$ cat src/rtl/arb_rr_4_pkg.sv
// arb_rr_4_pkg: shared state encoding, requester count and rotate helper for the arbiter
package arb_rr_4_pkg;
  localparam int N_REQ = 4;
  typedef enum logic {ST_IDLE = 1'b0, ST_GRANT = 1'b1} state_t;
  function automatic logic [N_REQ-1:0] rot(input logic [N_REQ-1:0] v, input logic [1:0] p);
    logic [2*N_REQ-1:0] d;
    d = {v, v} >> p;
    return d[N_REQ-1:0];
  endfunction
endpackage

$ cat src/rtl/arb_rr_4_pc_4_2.sv
// pc_4_2: combinational 4:2 priority coder, highest set bit wins, zero input gives Y=0 W=0
module pc_4_2
  import arb_rr_4_pkg::*;
(
  input  logic [N_REQ-1:0] I,
  output logic [1:0]       Y,
  output logic             W
);
  // encode the index of the highest set bit
  always_comb begin
    Y = I[3] ? 2'd3 : I[2] ? 2'd2 : I[1] ? 2'd1 : 2'd0;
    W = |I;
  end
endmodule

$ cat src/rtl/arb_rr_4.sv
// arb_rr_4: four-requester arbiter with rotating priority, hold timeout and registered one-hot grant
module arb_rr_4
  import arb_rr_4_pkg::*;
#(
  parameter int ROUND_ROBIN = 1,
  parameter int MAX_HOLD    = 8
) (
  input  logic             clk,
  input  logic             rst,
  input  logic [N_REQ-1:0] req,
  output logic [N_REQ-1:0] gnt,
  output logic [1:0]       gnt_id,
  output logic             busy,
  output logic             expire
);
  localparam int CW = MAX_HOLD > 0 ? $clog2(MAX_HOLD + 1) : 1;
  state_t          r_state;
  logic [1:0]      r_ptr;
  logic [CW-1:0]   r_hold;
  logic [N_REQ-1:0] w_rot;
  logic [1:0]      w_y;
  logic            w_w;
  logic [1:0]      w_win;
  logic            w_rel_a;
  logic            w_rel_b;
  assign w_rot   = rot(req, r_ptr);
  assign w_win   = r_ptr + w_y;
  assign w_rel_a = !req[gnt_id];
  assign w_rel_b = (MAX_HOLD != 0) && (r_hold == CW'(MAX_HOLD - 1));
  pc_4_2 u_pc (
    .I(w_rot),
    .Y(w_y),
    .W(w_w)
  );
  // FSM: pick a winner in IDLE, hold it in GRANT until release or timeout, then force a dead cycle
  always_ff @(posedge clk) begin
    if (rst) begin
      r_state <= ST_IDLE;
      r_ptr   <= 2'd0;
      r_hold  <= '0;
      gnt     <= '0;
      gnt_id  <= 2'd0;
      busy    <= 1'b0;
      expire  <= 1'b0;
    end else begin
      expire <= 1'b0;
      if (r_state == ST_IDLE) begin
        if (w_w) begin
          gnt     <= N_REQ'(1) << w_win;
          gnt_id  <= w_win;
          busy    <= 1'b1;
          r_hold  <= '0;
          r_state <= ST_GRANT;
        end
      end else begin
        r_hold <= r_hold + 1'b1;
        if (w_rel_a || w_rel_b) begin
          gnt     <= '0;
          gnt_id  <= 2'd0;
          busy    <= 1'b0;
          r_state <= ST_IDLE;
          r_ptr   <= ROUND_ROBIN != 0 ? gnt_id : 2'd0;
          expire  <= !w_rel_a;
        end
      end
    end
  end
endmodule
$ cat config.mk
export PLATFORM = sky130hd
export DESIGN_NAME = arb_rr_4
export DESIGN_NICKNAME = d
export VERILOG_FILES = /design/src/rtl/arb_rr_4_pkg.sv /design/src/rtl/arb_rr_4_pc_4_2.sv /design/src/rtl/arb_rr_4.sv
export SDC_FILE = /design/constraint.sdc
export NUM_CORES = 1
export LEC_CHECK = 0
export CAP_MARGIN = 20
export CORE_AREA = 2 2 43 45
export DETAILED_ROUTE_END_ITERATION = 6
export DIE_AREA = 0 0 45 47
export DONT_BUFFER_PORTS = 1
export GPL_TIMING_DRIVEN = 1
export PLACE_DENSITY = 0.66
export SKIP_CTS_REPAIR_TIMING = 1
export SLEW_MARGIN = 20
export SYNTH_ARGS = -nofsm -noshare
export SYNTH_HDL_FRONTEND = slang
export SYNTH_HIERARCHICAL = 1
export SYNTH_SLANG_ARGS = --single-unit
export TNS_END_PERCENT = 50
$ cat constraint.sdc
create_clock -name clk -period 2.4 [get_ports clk]
set_input_delay 0.12 -clock clk [delete_from_list [all_inputs] [get_ports clk]]
set_output_delay 0.12 -clock clk [all_outputs]
set_load 0.05 [all_outputs]
==> impl_summary.md, run 1 <==
Logic synthesis
The post-synthesis net count is 92. The cell area after synthesis is 795.8 sq um. After synthesis, flip-flops and latches occupy 37.74% of the total area.

The synthesized design contains 15 register bits. The top cell type's share of synthesized area is 37.74%. The average size of a mapped cell is 9.473 sq um.

Synthesis instantiated 32 different standard cells from the library. The number of flops mapped to enable cells by yosys is 0. The share of synthesized registers carrying an async set or reset is 0%.

Synthesis handed over a netlist of 84 instances. The biggest area contributor in the post-synthesis netlist is dfxtp_1. The most used flip-flop cell after synthesis is dfxtp_1.

After synthesis, the cell types taking the most area are dfxtp_1 (38%), mux4_2 (11%), mux2i_1 (5.0%), nand2_1 (4.2%), nand2b_1 (3.9%). For this run, the number of Yosys warnings is 6.

Critical path
The worst setup path is captured at a register. The cell family with the largest share of critical-path delay is simple AND/OR/NAND/NOR gates. The endpoint of the most critical register-to-register path is r_hold[2]. The startpoint of the worst-slack reg-to-reg timing path is r_ptr[0]. The critical path goes through mux4_2 > or2_1 > or3_1 > nor2_1 > a21oi_1 > a211oi_1. For this design, the slowest cell found on the critical path is mux4_2. The arrival time of data at the critical path endpoint is 2.36 ns. The minimum setup slack among reg-to-reg paths is 0.24 ns. The number of buffer and inverter stages on the critical path is 0. The delay of the slowest critical-path stage is 0.52 ns. STA classifies the critical path startpoint as a register.

The critical path in this run is classified as reg -> reg. For the worst setup path, the data required time is 2.60 ns. Along the worst path, the maximum fanout reaches 6. The depth of the most critical reg-to-reg path is 6.

Final layout
The final standard cell count with taps included and fillers excluded is 106. The layout overhead on the synthesized area is 9.120%. After filler insertion, the fill cell instance count of the layout stands at 154. The share of cells above drive strength 1 is 15.73%.

The multi-input combinational cells in the finished layout cover a total of 460.4 sq um. For this run, the share of the core covered by cells in the final layout is 52.58%. The storage element area is 301.5 sq um. The cell area after layout is 868.3 sq um. For this run, the post-layout net count is 98. 0 antenna diodes ended up in the layout.

Min path
The type of the most critical hold path is in -> reg. The worst hold path startpoint is rst. The destination of the worst hold path is r_ptr[1]. The worst hold path depth is 2.

Timing
The final setup TNS is 0 ns. The final critical delay including setup and external delays is 2.163 ns. Between clock sinks in the finished design, the worst skew comes to 0.005515 ns. Setup repair after global routing left no endpoint under its margin. Dividing the final minimum period by the clock period gives 90.12%. The relative slew slack is 65.78%. The fmax is 462.4 MHz. The final number of max-transition violations is 0. At the pin with the least slew margin, the transition time is 0.5126 ns. The setup-violating endpoint count in the final report is 0. The final hold violation count is 0.

Placement
The congestion estimate from routability-driven global placement came to 0.7468. Summing all placed instances gives a cell area of 830.8 sq um. Summed over all nets, the half-perimeter wirelength after detailed placement is 1109 microns. Counting tap cells, the placed design contains a total of 101 instances. The count of buffers added on input and output ports is 0.

Clocking
The sink count of the clock tree is 15. The number of clock buffers inserted by TritonCTS is 3. The latest clock arrival within the worst-skew pair is 0.28 ns.

TritonCTS built the clock tree. The root buffer selected by CTS is clkbuf_4. The CTS H-tree depth is 1. The maximum count of clock buffers along a single path is 2.

After clock tree synthesis, the clock-pin slew on the worst setup and hold paths is 0.09 ns.

Global route
The initial antenna violation count is 0. For this run, the total global-route usage over all layers was measured as 17.19%. The number of global-route vias before repair is 586. The total congestion overflow is 0. The first global-routing pass estimated 2546 microns of wire.

The maximum number of pins on one net before global-route repair is 12.

Power
Power spread over the standard cell area amounts to 752.6 nW/um^2. The analysis attributes to cell leakage a power of 0.3394 nW. Across the VDD grid, the largest voltage drop is 0.4744 mV.

Route
The first detailed-routing pass took 4 iterations. The detailed router finished its first iteration with 7 violations. For this block, the routed nets add up to 1522 microns of wire. The count of nets left with antenna violations once routing finished came out at 0. For this run, design rule violations remaining after detail routing come to 0. The total vias in the final route is 613. The final routed wire length divided by cell count is 14.36 microns. Dividing the detail-routed via count by the number of cells gives 5.783.

Floorplanning
The die covers 2115 sq um. The core region is 1652 sq um. The width of the die is 45 microns. The height of the die is 47 microns.

The floorplan row count is 15. In this run the count of I/O pins placed on the die edge is 14. For this configuration, the core starts out at a cell density of 48.18%.

Outcome
The run finished with clean final reports.

Job
Across the run, the number of max-cap violations was 0.
registers in the layout (all words and copies together), names as in the netlist:
register	flops
busy	1
expire	1
gnt	4
gnt_id	2
r_hold	4
r_ptr	2
r_state	1
power by group:
group / total [mW] / switching, mW / internal (mW)
Combinational: 0.171 / 0.0943 / 0.0769
Clock: 0.140 / 0.0755 / 0.0644
Sequential: 0.342 / 0.0672 / 0.275
how the worst max path moves through the flow:
stage | start | to | cells past startpoint
after detailed placement | r_ptr[0] | r_hold[2] | 6
after floorplan | r_ptr[1] | gnt_id[1] | 9
after CTS | r_ptr[0] | r_hold[2] | 6
after global placement | r_ptr[0] | r_hold[2] | 6
after global routing | r_ptr[0] | r_hold[2] | 6
final | r_ptr[0] | r_hold[2] | 6
per-layer routing:
layer	global-route usage [%]	routed length (microns)
met1	21.65	693
met5	0	0
met2	25.71	699
met4	7.059	33
met3	7.692	95
stage by stage:
| stage | total power, mW | hold WS (ns) | setup WS (ns) |
|---|---|---|---|
| 2_1_floorplan | 0.4806 | 0.3352 | 0.04449 |
| 3_3_place_gp | 0.5162 | 0.1959 | 0.1907 |
| 3_5_place_dp | 0.5176 | 0.1973 | 0.1623 |
| 4_1_cts | 0.6602 | -0.1075 | 0.1288 |
| 5_1_grt | 0.6960 | 0.005051 | 0.06156 |
| 6_report | 0.6535 | 0.01600 | 0.2372 |
cell type report:
type / count / share of cell area [%]
repair buffers: 5 / 4.611
well taps: 17 / 2.450
multi-input cells: 60 / 53.03
inverters: 5 / 2.161
clock buffers: 4 / 3.026
flip-flops and latches: 15 / 34.73
layout by cell type (no fill, tap or decap), types with 2 or more instances in the layout:
master    netlist  routed
nand2b_1        5       5
nor2_1          6       6
ha_1            2       2
nand2_1         9       9
o22ai_1         3       3
a21oi_1         5       5
mux4_2          4       4
nor3b_1         2       2
buf_4           0       4
mux2i_1         4       4
dfxtp_1        15      14
clkbuf_4        0       3
o21ai_0         3       3
inv_1           5       5
worst reg2reg max path, delay by kind of cell, from the launching register on:
family | cells | cell delay, ns
mux | 1 | 0.52
compound gates | 2 | 0.30
flops | 1 | 0.41
simple gates | 3 | 0.84
synthesized netlist by cell type, types with 3 or more instances:
master	n
nand2b_1	5
o21ai_0	3
inv_1	5
dfxtp_1	15
o22ai_1	3
mux2i_1	4
mux4_2	4
nor2_1	6
a21oi_1	5
nand2_1	9
cells by family (layout without fill, tap and decap cells):
logic type	Yosys count	count (layout)	share of synthesized area [%]
xor gates and xnor gates	2	2	2.202
AOI/OAI and AO/OA	18	18	15.72
and+or+nand+nor	29	29	18.55
DFF	15	15	37.74
muxes	9	9	18.24
buffers and inverters	9	14	4.402
adders and majority gates	2	2	3.144
Note: power is estimated with default switching activity, not from simulation.
==> inputs of run 2 (changes only) <==
--- a/config.mk
+++ b/config.mk
@@ -6,16 +6,14 @@
 export NUM_CORES = 1
 export LEC_CHECK = 0
 export CAP_MARGIN = 20
-export CORE_AREA = 2 2 43 45
+export CORE_AREA = 2 2 46 48
 export DETAILED_ROUTE_END_ITERATION = 6
-export DIE_AREA = 0 0 45 47
+export DIE_AREA = 0 0 48 50
 export DONT_BUFFER_PORTS = 1
 export GPL_TIMING_DRIVEN = 1
-export PLACE_DENSITY = 0.66
 export SKIP_CTS_REPAIR_TIMING = 1
 export SLEW_MARGIN = 20
 export SYNTH_ARGS = -nofsm -noshare
 export SYNTH_HDL_FRONTEND = slang
 export SYNTH_HIERARCHICAL = 1
 export SYNTH_SLANG_ARGS = --single-unit
-export TNS_END_PERCENT = 50
==> run 2 against run 1 <==
Compared with the run above: non-clock buffer count up 1; global-route usage decreased by 2.0 points; clock power barely moved; cell count up 10%; die area rose by 13%; clock-buffer cell count stayed put; sequential share of layout area shrank 0.88 points; sequential power about the same; first-iteration DRC count shrank 100%; register-to-register slack lost 0.02 ns; highest routed layer unchanged.
==> impl_summary.md, run 2 (synthesis results as in run 1) <==
Critical path
The endpoint class of the critical path is a register (unchanged). The minimum setup slack among reg-to-reg paths is 0.22 ns (was 0.24 ns). The delay of the slowest critical-path stage is 0.54 ns (was 0.52 ns). The highest fanout seen on the critical path is 5 (was 6). Cells along the critical path: mux4_2 > or2_1 > or3_1 > nor2_1 > a21oi_1 > a211oi_1 (unchanged).

The classification of the worst setup path was reg -> reg (unchanged). The startpoint class of the critical path is a register (unchanged). The library cell contributing the largest single delay on the critical path is mux4_2 (unchanged). The depth of the most critical reg-to-reg path was 6 (unchanged). The endpoint required time on the critical path is 2.60 ns (about the same). The arrival time of data at the critical path endpoint is 2.37 ns (was 2.36 ns). The endpoint of the most critical register-to-register path is r_hold[2] (unchanged).

The number of buffer and inverter stages on the critical path is 0 (unchanged). The startpoint of the worst-slack reg-to-reg timing path was r_ptr[0] (unchanged). The cell family with the largest share of critical-path delay is simple AND/OR/NAND/NOR gates (unchanged).

Min path
The worst hold path startpoint is rst (unchanged). The type of the most critical hold path is in -> reg (unchanged). The destination of the worst hold path is r_ptr[1] (unchanged).

The worst hold path depth is 2 (unchanged).

Final layout
The share of cells above drive strength 1 is 15.56% (was 15.73%). The layout overhead on the synthesized area is 11.48% (was 9.120%). The commonest non-fill, non-tap cell in the layout was dfxtp_1 (unchanged). Top Registers: gnt x4, r_hold x4 (unchanged). The post-route core utilization is 46.64% (was 52.58%). The final standard cell count with taps included and fillers excluded is 117 (was 106). Commonest cells after routing, fill and taps aside: dfxtp_1 (15), nand2_1 (9), nor2_1 (6) (was dfxtp_1 (14), nand2_1 (9), nor2_1 (6)). The number of nets in the layout came to 99 (was 98). The layout filler cell count is 194 (was 154). The final antenna diode count is 0 (unchanged).

Power
The net switching component of the power came to 237.8 uW (was 237.1 uW). The power density normalized to cell area is 738.6 nW/um^2 (was 752.6 nW/um^2). The worst-case vdd ir drop came to 0.4815 mV (was 0.4744 mV). The proportion of power drawn by flip-flops and latches was 52.3% (was 52.4%).

The overall power consumption is 655.3 uW (was 653.5 uW). The internal cell power was 417.5 uW (was 416.4 uW). The static leakage is 0.3444 nW (was 0.3394 nW). The proportion of power drawn by the clock network is 21.5% (was 21.4%). The switching share of power was 36.29% (was 36.28%). The relative contribution of combinational cells to total power came to 26.3% (was 26.2%).

Global route
The maximum number of pins on one net before global-route repair is 12 (unchanged). The number of global-route vias before repair came to 609 (was 586). The total congestion overflow came to 0 (unchanged). The global-route wire length before repair came to 2490 microns (was 2546 microns). The initial antenna violation count is 0 (unchanged).

The global router's overall resource usage came to 15.22% (was 17.19%).

Timing
The final period utilization is 90.80% (was 90.12%). The slew at the pin closest to its max-slew limit was 0.5131 ns (was 0.5126 ns). The fmax is 458.9 MHz (was 462.4 MHz).

The final setup TNS came to 0 ns (unchanged). Unrepaired setup endpoints after global routing: false (unchanged). The final hold violation count is 0 (unchanged).

The relative slew slack is 65.75% (was 65.78%). The final number of max-transition violations was 0 (unchanged). The final critical delay including setup and external delays is 2.179 ns (was 2.163 ns).

The setup-violating endpoint count in the final report is 0 (unchanged). The clock skew after layout is 0.0003431 ns (was 0.005515 ns).

Floorplanning
The initial core utilization is 41.84% (was 48.18%). The number of placed I/O pins is 14 (unchanged). The core footprint came to 1902 sq um (was 1652 sq um). The area of the die came to 2400 sq um (was 2115 sq um). The height of the die was 50 microns (was 47 microns).

The width of the die is 48 microns (was 45 microns). The floorplan row count was 16 (was 15).

Placement
The final weighted congestion in routability-driven placement is 0.7649 (was 0.7468). The HPWL reported at the end of detailed placement is 1185 microns (was 1109 microns). The total instance count after detailed placement is 112 (was 101). The number of port buffers was 0 (unchanged).

Job
The number of maximum-capacitance constraint violations is 0 (unchanged).

Clocking
The sink count of the clock tree is 15 (unchanged). The number of clock buffers inserted by TritonCTS is 3 (unchanged). The maximum count of clock buffers along a single path is 2 (unchanged). The CTS H-tree depth is 1 (unchanged). The TritonCTS clock tree is built (unchanged). The root buffer selected by CTS was clkbuf_4 (unchanged). The clock input transition at the sequential cells of the worst setup and hold paths came to 0.09 ns (about the same). The latest clock arrival within the worst-skew pair is 0.27 ns (was 0.28 ns).

Route
The length of the first detailed-routing pass in iterations is 1 (was 4). The number of design-rule violations left by the first detailed-router iteration is 0 (was 7). The total vias in the final route is 602 (was 613). The residual DRC count is 0 (unchanged). The total detailed-routing wirelength is 1587 microns (was 1522 microns).

The number of vias per cell came to 5.145 (was 5.783). The final routed wire length divided by cell count is 13.56 microns (was 14.36 microns). The count of antenna-violating nets left after detailed routing came to 0 (unchanged).

Outcome
Result of the run: complete, no violations (unchanged).
## run 2: changes by cell type in the layout (fill, tap and decap cells not counted), sizes merged
cell and delta:
buf +1
## run 2: worst max path at each step
stage	start	end	slack (ns)	cells past startpoint
floorplan	r_ptr[1]	gnt_id[1]	0.04	9
global placement	r_ptr[0]	gnt_id[1]	0.30	7
detailed placement	r_ptr[0]	r_hold[2]	0.24	6
CTS	r_ptr[0]	r_hold[2]	0.22	6
global route	r_ptr[0]	gnt_id[1]	0.07	7
finish	r_ptr[0]	r_hold[2]	0.22	6
## run 2: power by group through the flow
stage / registers (mW) / logic, mW / clock network, mW
finish: 0.343 / 0.172 / 0.141
global route: 0.347 / 0.190 / 0.156
CTS: 0.343 / 0.171 / 0.147
detailed placement: 0.348 / 0.170 / 0
global placement: 0.348 / 0.168 / 0
floorplan: 0.363 / 0.118 / 0
## run 2: metal layers
| metal | up-vias | GRT usage, % | part of all wire (%) |
|---|---|---|---|
| met5 | - | 0 | 0 |
| met4 | 0 | 5.405 | 0.88 |
| met3 | 2 | 5.495 | 4.6 |
| met2 | 9 | 24.22 | 48 |
| met1 | 279 | 18.22 | 46 |
| li1 | 312 | - | - |
## run 2: stage by stage
| stage | setup WS, ns | hold slack, ns | cell area [sq um] |
|---|---|---|---|
| after global placement | 0.2997 | 0.1958 | 850.8 |
| after floorplan | 0.04449 | 0.3352 | 795.8 |
| after CTS | 0.2155 | -0.1035 | 877.1 |
| after detailed placement | 0.2434 | 0.1961 | 850.8 |
| final | 0.2207 | 0.007750 | 887.1 |
| after global routing | 0.07047 | 0.01896 | 887.1 |
## run 2: final cells by class
class                      count  area (sq um)  area share [%]
clock buffer                   4         26.28           2.962
tap                           27         33.78           3.808
multi-input combinational     60         460.4           51.90
sequential                    15         300.3           33.85
timing repair buffer           6         47.55           5.360
inverter                       5         18.77           2.116
